### src/rtl/ube_dma_seq_if.sv
// Handshake and CSR strobe bundle between the UBE CSR/bus side and the DMA sequencer.
interface ube_dma_seq_if #(
    parameter int unsigned WCW = 16
);
    logic           devRESET;
    logic           wcWRITE;
    logic [35:0]    devDATAI;
    logic           goWRITE;
    logic           dirWRITE;
    logic           busACK;
    logic           busREQ;
    logic           busWRITE;
    logic           ubeINC;
    logic [WCW-1:0] regWC;
    logic           busy;
    logic           done;
    logic           nxm;
    logic           intr;

    modport master (
        output devRESET, wcWRITE, devDATAI, goWRITE, dirWRITE, busACK,
        input  busREQ, busWRITE, ubeINC, regWC, busy, done, nxm, intr
    );

    modport slave (
        input  devRESET, wcWRITE, devDATAI, goWRITE, dirWRITE, busACK,
        output busREQ, busWRITE, ubeINC, regWC, busy, done, nxm, intr
    );
endinterface

### src/rtl/ube_dma_seq.sv
// UBE DMA sequencer: word-counted burst of bus requests with ack timeout (NXM) detection.
// Optional interrupt output enabled by defining UBE_DMA_SEQ_INTR_EN.
module ube_dma_seq #(
    parameter int unsigned TIMEOUT = 63,
    parameter int unsigned WCW     = 16
) (
    input logic          clk,
    input logic          rst,
    ube_dma_seq_if.slave bus
);
    typedef enum logic [2:0] {StIdle, StReq, StWait, StInc, StFin} state_e;

    // Last WAIT cycle index before the request is abandoned.
    localparam logic [5:0] TimerLast = 6'(TIMEOUT - 1);

    state_e         r_state, w_state_next;
    logic [WCW-1:0] r_wc, w_wc_next, w_wc_load;
    logic [5:0]     r_timer, w_timer_next;
    logic           r_req, w_req_next;
    logic           r_write, w_write_next;
    logic           r_busy, w_busy_next;
    logic           r_done, w_done_next;
    logic           r_nxm, w_nxm_next;
    logic           w_rst;
    logic           w_timeout;
    logic           w_unused_data;

    assign w_rst         = rst | bus.devRESET;
    assign w_wc_load     = bus.wcWRITE ? bus.devDATAI[WCW-1:0] : r_wc;
    assign w_timeout     = (r_state == StWait) && !bus.busACK && (r_timer == TimerLast);
    assign w_unused_data = ^bus.devDATAI[35:WCW];

    always_comb begin
        w_state_next = r_state;
        w_wc_next    = r_wc;
        w_timer_next = r_timer;
        w_req_next   = r_req;
        w_write_next = r_write;
        w_busy_next  = r_busy;
        w_done_next  = r_done;
        w_nxm_next   = r_nxm;
        unique case (r_state)
            StIdle: begin
                w_wc_next = w_wc_load;
                if (bus.goWRITE) begin
                    w_write_next = bus.dirWRITE;
                    w_done_next  = 1'b0;
                    w_nxm_next   = 1'b0;
                    w_busy_next  = 1'b1;
                    w_state_next = (w_wc_load != '0) ? StReq : StFin;
                end
            end
            StReq: begin
                w_req_next   = 1'b1;
                w_timer_next = '0;
                w_state_next = StWait;
            end
            StWait: begin
                // Ack takes priority over a coincident timeout.
                if (bus.busACK) begin
                    w_req_next   = 1'b0;
                    w_state_next = StInc;
                end else if (r_timer == TimerLast) begin
                    w_req_next   = 1'b0;
                    w_nxm_next   = 1'b1;
                    w_state_next = StFin;
                end else begin
                    w_timer_next = r_timer + 6'd1;
                end
            end
            StInc: begin
                if (r_wc != '0) begin
                    w_wc_next = r_wc - WCW'(1);
                end
                w_state_next = (w_wc_next != '0) ? StReq : StFin;
            end
            StFin: begin
                w_done_next  = 1'b1;
                w_busy_next  = 1'b0;
                w_state_next = StIdle;
            end
            default: w_state_next = StIdle;
        endcase
    end

    always_ff @(posedge clk) begin
        if (w_rst) begin
            r_state <= StIdle;
            r_wc    <= '0;
            r_timer <= '0;
            r_req   <= 1'b0;
            r_write <= 1'b0;
            r_busy  <= 1'b0;
            r_done  <= 1'b0;
            r_nxm   <= 1'b0;
        end else begin
            r_state <= w_state_next;
            r_wc    <= w_wc_next;
            r_timer <= w_timer_next;
            r_req   <= w_req_next;
            r_write <= w_write_next;
            r_busy  <= w_busy_next;
            r_done  <= w_done_next;
            r_nxm   <= w_nxm_next;
        end
    end

    assign bus.busREQ   = r_req;
    assign bus.busWRITE = r_write;
    assign bus.ubeINC   = (r_state == StInc);
    assign bus.regWC    = r_wc;
    assign bus.busy     = r_busy;
    assign bus.done     = r_done;
    assign bus.nxm      = r_nxm;

`ifdef UBE_DMA_SEQ_INTR_EN
    logic r_intr;

    always_ff @(posedge clk) begin
        if (w_rst) begin
            r_intr <= 1'b0;
        end else if ((r_state == StIdle) && bus.goWRITE) begin
            r_intr <= 1'b0;
        end else if (w_timeout || (r_state == StFin)) begin
            r_intr <= 1'b1;
        end
    end

    assign bus.intr = r_intr;
`else
    assign bus.intr = 1'b0;
`endif
endmodule
### src/flat_wrapper.sv
// flat-port wrapper written by rule: the top's interface ports become plain ports
module ube_dma_seq_flat 
#(
    parameter int unsigned TIMEOUT = 63,
    parameter int unsigned WCW     = 16
)
  (clk, rst, bus_devRESET, bus_wcWRITE, bus_devDATAI, bus_goWRITE, bus_dirWRITE, bus_busACK, bus_busREQ, bus_busWRITE, bus_ubeINC, bus_regWC, bus_busy, bus_done, bus_nxm, bus_intr);
  ube_dma_seq_if #(.WCW(WCW)) bus_i ();
  input logic clk;
  input logic rst;
  input wire logic [$bits(bus_i.devRESET)-1:0] bus_devRESET;
  input wire logic [$bits(bus_i.wcWRITE)-1:0] bus_wcWRITE;
  input wire logic [$bits(bus_i.devDATAI)-1:0] bus_devDATAI;
  input wire logic [$bits(bus_i.goWRITE)-1:0] bus_goWRITE;
  input wire logic [$bits(bus_i.dirWRITE)-1:0] bus_dirWRITE;
  input wire logic [$bits(bus_i.busACK)-1:0] bus_busACK;
  output wire logic [$bits(bus_i.busREQ)-1:0] bus_busREQ;
  output wire logic [$bits(bus_i.busWRITE)-1:0] bus_busWRITE;
  output wire logic [$bits(bus_i.ubeINC)-1:0] bus_ubeINC;
  output wire logic [$bits(bus_i.regWC)-1:0] bus_regWC;
  output wire logic [$bits(bus_i.busy)-1:0] bus_busy;
  output wire logic [$bits(bus_i.done)-1:0] bus_done;
  output wire logic [$bits(bus_i.nxm)-1:0] bus_nxm;
  output wire logic [$bits(bus_i.intr)-1:0] bus_intr;
  assign bus_i.devRESET = bus_devRESET;
  assign bus_i.wcWRITE = bus_wcWRITE;
  assign bus_i.devDATAI = bus_devDATAI;
  assign bus_i.goWRITE = bus_goWRITE;
  assign bus_i.dirWRITE = bus_dirWRITE;
  assign bus_i.busACK = bus_busACK;
  assign bus_busREQ = bus_i.busREQ;
  assign bus_busWRITE = bus_i.busWRITE;
  assign bus_ubeINC = bus_i.ubeINC;
  assign bus_regWC = bus_i.regWC;
  assign bus_busy = bus_i.busy;
  assign bus_done = bus_i.done;
  assign bus_nxm = bus_i.nxm;
  assign bus_intr = bus_i.intr;
  ube_dma_seq #(.TIMEOUT(TIMEOUT), .WCW(WCW)) u_core (.clk(clk), .rst(rst), .bus(bus_i));
endmodule
### config.mk
export PLATFORM = sky130hd
export DESIGN_NAME = ube_dma_seq_flat
export DESIGN_NICKNAME = d
export VERILOG_FILES = /design/src/rtl/ube_dma_seq_if.sv /design/src/rtl/ube_dma_seq.sv /design/src/flat_wrapper.sv
export SDC_FILE = /design/constraint.sdc
export NUM_CORES = 1
export LEC_CHECK = 0
export ABC_CLOCK_PERIOD_IN_PS = 3300
export CAP_MARGIN = 30
export CORE_UTILIZATION = 30
export DETAILED_ROUTE_END_ITERATION = 6
export GPL_ROUTABILITY_DRIVEN = 0
export PLACE_DENSITY = 0.55
export SETUP_SLACK_MARGIN = 0.3
export SLEW_MARGIN = 30
export SYNTH_ARGS = -nofsm -noshare
export SYNTH_HDL_FRONTEND = slang
export SYNTH_SLANG_ARGS = --single-unit
### constraint.sdc
create_clock -name clk -period 3.3 [get_ports clk]
set_input_delay 0.495 -clock clk [delete_from_list [all_inputs] [get_ports clk]]
set_output_delay 0.495 -clock clk [all_outputs]
set_load 0.005 [all_outputs]
Word level (Yosys, flattened, before mapping)
Cells that the tools add are included.
{"block": "op_classes", "mul": 0, "add_sub_neg": 2, "order_cmp": 0, "n_reduce_logical": 14, "bitwise_logic": 1, "n_mux": 23, "div": 0, "eq_ne": 10, "n_shift": 0}
{"operator": "16-bit two-way mux", "count": 3}
{"operator": "16-bit nonzero test", "count": 3}
{"operator": "16-bit one-hot mux with 2 select lines", "count": 1}
{"operator": "16-bit by 1-bit subtractor with 16-bit output (second input constant)", "count": 1}
{"operator": "3-bit two-way mux", "count": 5}
{"operator": "6-bit two-way mux", "count": 2}
{"operator": "3-bit one-hot mux with 4 select lines", "count": 1}
{"operator": "6-bit one-hot mux with 2 select lines", "count": 1}
{"operator": "2-bit inequality test (second input constant)", "count": 4}
{"operator": "1-bit one-hot mux with 2 select lines", "count": 4}
{"operator": "2-bit AND reduction", "count": 4}
{"operator": "2-bit nonzero test", "count": 4}
{"operator": "6-bit by 1-bit adder with 6-bit output (second input constant)", "count": 1}
{"operator": "3-bit by 2-bit equality test with 1-bit output (second input constant)", "count": 2}
{"operator": "6-bit equality test (second input constant)", "count": 1}
{"operator": "1-bit two-way mux", "count": 6}
{"operator": "4-bit AND reduction", "count": 1}
{"operator": "3-bit by 1-bit equality test with 1-bit output (second input constant)", "count": 1}
{"operator": "3-bit equality test (second input constant)", "count": 1}
{"operator": "3-bit zero test", "count": 1}
{"operator": "3-bit inequality test (second input constant)", "count": 1}
{"operator": "3-bit AND reduction", "count": 1}
{"operator": "1-bit bitwise OR", "count": 1}
{"block": "word_totals", "n_memories": 0, "mem_bits_ro": 0, "latch_bits": 0, "ramBits": 0, "in_bits": 43, "regBits": 30}

Longest topological paths before layout
{"block": "logic_depth", "word_depth": 6, "mapped_depth": 10, "ltp_nobuf": 9}

Least setup slack after synthesis
Ideal clock, no wire load.
{"block": "synth_path", "path_kind": "flip-flop to flip-flop", "startpoint": "register u_core.r_wc[0], in the netlist u_core.bus.regWC[0]", "endpoint": "register u_core.r_state[0]", "setup_ps": 115, "path_slack_ps": 761, "t_required_ps": 3185, "path_buffers": 1, "period_less_slack_ps": 2539, "path_stages_with_launch": 11, "t_arrival_ps": 2424, "cell_sequence": "dfxtp_1 inv_1 ha_1 or3b_2 or4_1 clkbuf_2 mux2i_1 nand4_1 nor4_2 a21oi_1 o21ba_1"}
{"block": "synth_via", "elab_chain_cells": 6, "word_cells_on_any_way": 11}
{"element": "start: declaration", "line_no": "ube_dma_seq.sv:17", "text": "logic [WCW-1:0] r_wc, w_wc_next, w_wc_load;"}
{"element": "start signal: assignment", "line_no": "ube_dma_seq.sv:98", "text": "r_wc <= w_wc_next;"}
{"element": "16-bit by 1-bit subtractor with 16-bit output or 16-bit nonzero test (tied branches)", "line_no": "ube_dma_seq.sv:73, ube_dma_seq.sv:72"}
{"element": "16-bit two-way mux", "line_no": "ube_dma_seq.sv:72", "text": "if (r_wc != '0) begin"}
{"element": "16-bit two-way mux", "line_no": "ube_dma_seq.sv:42", "text": "unique case (r_state)"}
{"element": "16-bit nonzero test", "line_no": "ube_dma_seq.sv:75", "text": "w_state_next = (w_wc_next != '0) ? StReq : StFin;"}
{"element": "3-bit two-way mux", "line_no": "ube_dma_seq.sv:75"}
{"element": "3-bit one-hot mux with 4 select lines (*)", "line_no": "ube_dma_seq.sv:42"}
{"element": "end signal: assignment", "line_no": "ube_dma_seq.sv:88", "text": "r_state <= StIdle;"}
{"element": "end signal: assignment", "line_no": "ube_dma_seq.sv:97", "text": "r_state <= w_state_next;"}
{"element": "end: declaration", "line_no": "ube_dma_seq.sv:16", "text": "state_e r_state, w_state_next;"}
Every way passes the cells marked *; elsewhere a longest branch is shown, timed or not. The select of a mux whose other input is x is not followed.
A chain may end at the register's enable or synchronous reset.

Worst setup path after layout
Ends and elaborated chain as after synthesis.

==> results.json <==
{
  "multiInputGateArea_mm2": 0.00120,
  "finalSetupViolCount": 0,
  "cp.required_ns": 3.48,
  "clock_sinks": 30,
  "synth_area_leaders": "dfxtp_1 (31%), nand2_1 (6.5%), nor2_1 (6.5%), a21oi_1 (6.0%), o21ai_0 (5.0%)",
  "initial_core_util_pct": 31.8,
  "leakagePower_nw": 0.918,
  "path_max_fanout": 6,
  "cts_tree": "built",
  "fin_area_mm2": 0.00255,
  "synth_seq_cells": 30,
  "grt_overflow": 0,
  "ys_seq_area_share_pct": 31.3,
  "synth-async-reset-ratio_pct": 0,
  "syn_nets": 302,
  "diodes": 0,
  "worstMarginPinSlew_ns": 0.645,
  "route.met2.wl_um": 2370,
  "htreeDepth": 2,
  "fmax_mhz": 356,
  "syn_area_per_cell_um2": 7.49,
  "drv_slew": 0,
  "clock-root-buffer": "clkbuf_8",
  "synth-compound-area-share_pct": 23.8,
  "antenna_left": 0,
  "hpwl_um": 4050,
  "synth_edf_count": 0,
  "drt_iter0_drc": 208,
  "worstReg2RegStart": "u_core.bus.regWC[0]",
  "synth_flop_cell": "dfxtp_1",
  "ys.warnings.count": 0,
  "grt_max_degree": 18,
  "rsz0062_at_grt": "false",
  "antenna_found_initial": 0,
  "synth_xor_area_share_pct": 4.11,
  "wire_per_inst_um": 15.2,
  "pwr_density_cell_mw_per_mm2": 438,
  "yosys.area.top_type": "dfxtp_1",
  "cts.repair.resized": 0,
  "relSlewSlack_pct": 56.9,
  "m1WireLength_um": 2820,
  "critPathArrivalTime_ns": 2.99,
  "hp-class": "flip-flop to flip-flop",
  "synthAdderAreaFrac_pct": 1.96,
  "io_buffers": 44,
  "top_layer": "met4",
  "grt_pass1_vias": 1867,
  "timing.final.crit_share_pct": 85.2,
  "cp-start-kind": "flip-flop",
  "drc_errors": 0,
  "yosys.area_share.simple_pct": 30.6,
  "rows": 28,
  "postCtsHoldBufs": 0,
  "max_cap_violations": 0,
  "synth_top_cells_by_count": "nand2_1 (33), nor2_1 (33), dfxtp_1 (30)",
  "firstDrtPassIters": 4,
  "status": "completed",
  "cts_made_buffers": 5,
  "cp-startpoint": "u_core.bus.regWC[0]",
  "viasPerCell": 5.50,
  "grtUsageTotal_pct": 18.4,
  "cts_buffer_depth": 2,
  "wl_met3_um": 373,
  "end_kind": "flip-flop",
  "clkSlewWorstSetupHoldPaths_ns": 0.07,
  "synth_top_family_by_area": "simple AND/OR/NAND/NOR gates",
  "ir_drop_v": 0.000155,
  "core_mm2": 0.00603,
  "grt_first_pass_wirelength_um": 9330,
  "area.sequential_um2": 601,
  "min_from": "u_core.bus.busWRITE",
  "synthMuxAreaShare_pct": 2.09,
  "fin_nets": 344,
  "synth_area_mm2": 0.00192,
  "synth_cells": 256,
  "crit_type": "flip-flop to flip-flop",
  "dieHeight_um": 81.9,
  "ios": 66,
  "hold_violations": 0,
  "post_cts_buffers": 0,
  "die-area_mm2": 0.00671,
  "vias": 2056,
  "syn_to_final_growth_pct": 32.9,
  "min_period_ns": 2.81,
  "clkLatencyLatePin_ns": 0.29,
  "drive_gt1_share_pct": 7.69,
  "placed_area_mm2": 0.00240,
  "fin_skew_ns": 0.00933,
  "nFillCells": 641,
  "yosysUniqueCellTypes": 56,
  "die_w_um": 81.9,
  "routed_wl_um": 5670,
  "fin_setup_tns_ns": 0,
  "yosys.area.top_type_share_pct": 31.3
}
-- final timing paths --
kind | end | slack, ns | cells after the start
max | u_core.r_state[0] | 0.49 | 9
min | u_core.bus.busWRITE | 0.47 | 2
max reg2reg | u_core.r_state[0] | 0.49 | 9
min reg2reg | u_core.bus.busWRITE | 0.47 | 2
-- per-layer routing --
| layer | global-route usage [%] | up-vias |
|---|---|---|
| met4 | 7.54 | 0 |
| met3 | 3.00 | 8 |
| li1 | - | 1027 |
| met1 | 26.7 | 938 |
| met2 | 26.4 | 83 |
| met5 | 0 | - |
-- registers in the layout (all words and copies together), names as in the netlist --
register             flops
u_core.r_timer           6
u_core.bus.done          1
u_core.bus.nxm           1
u_core.bus.busWRITE      1
u_core.bus.busREQ        1
u_core.bus.regWC        16
u_core.r_state           3
u_core.bus.busy          1
-- through the flow --
step / hold WS [ns] / total power [W] / std cells / util [%] / setup slack, ns
final: 0.469 / 0.00111 / 374 / 42.3 / 0.488
after global routing: 0.496 / 0.00117 / 374 / 42.3 / 0.334
after global placement: 0.454 / 0.000644 / 366 / 39.9 / 0.537
after detailed placement: 0.451 / 0.000644 / 366 / 39.9 / 0.547
after floorplan: 0.453 / 0.000553 / 256 / - / 0.761
after CTS: 0.470 / 0.00112 / 374 / 42.3 / 0.521
-- area by class of cell --
type	instances	area share, %
Clock buffer	6	3.24
Inverter	6	0.884
Clock inverter	2	2.36
Sequential cell	30	23.6
Timing Repair Buffer	50	19.1
Multi-Input combinational cell	205	47.2
Tap cell	75	3.68
-- layout by cell type (no fill, tap or decap), types with 9 or more instances in the layout --
| cell | netlist | routed |
|---|---|---|
| o21ai_0 | 19 | 19 |
| nor3_1 | 10 | 10 |
| clkdlybuf4s50_1 | 0 | 44 |
| nand2_1 | 33 | 33 |
| nor2_1 | 33 | 33 |
| xnor2_1 | 9 | 9 |
| dfxtp_1 | 30 | 30 |
| a21oi_1 | 23 | 23 |
-- where the power goes --
| part | internal [W] | switching [W] |
|---|---|---|
| clock network | 0.000322 | 0.000153 |
| logic | 0.000116 | 0.000132 |
| registers | 0.000373 | 0.0000188 |
-- cell families after synthesis --
group | after synthesis
AND/OR/NAND/NOR | 117
AO/OA/AOI/OAI | 71
flip-flops | 30
buffers and inverters | 21
XOR/XNOR | 9
multiplexers | 4
adder cells (fa/ha/maj) | 3
other | 1
-- critical path: stages, from the launching register on --
cell and delay [ns]:
dfxtp_1 0.35, inv_1 0.11, ha_1 0.20, or3b_2 0.48, or4_1 0.66, mux2i_1 0.19
nand4_1 0.10, nor4_2 0.32, a21oi_1 0.12, o21ba_1 0.17
Power figures use the tool's default switching activity.
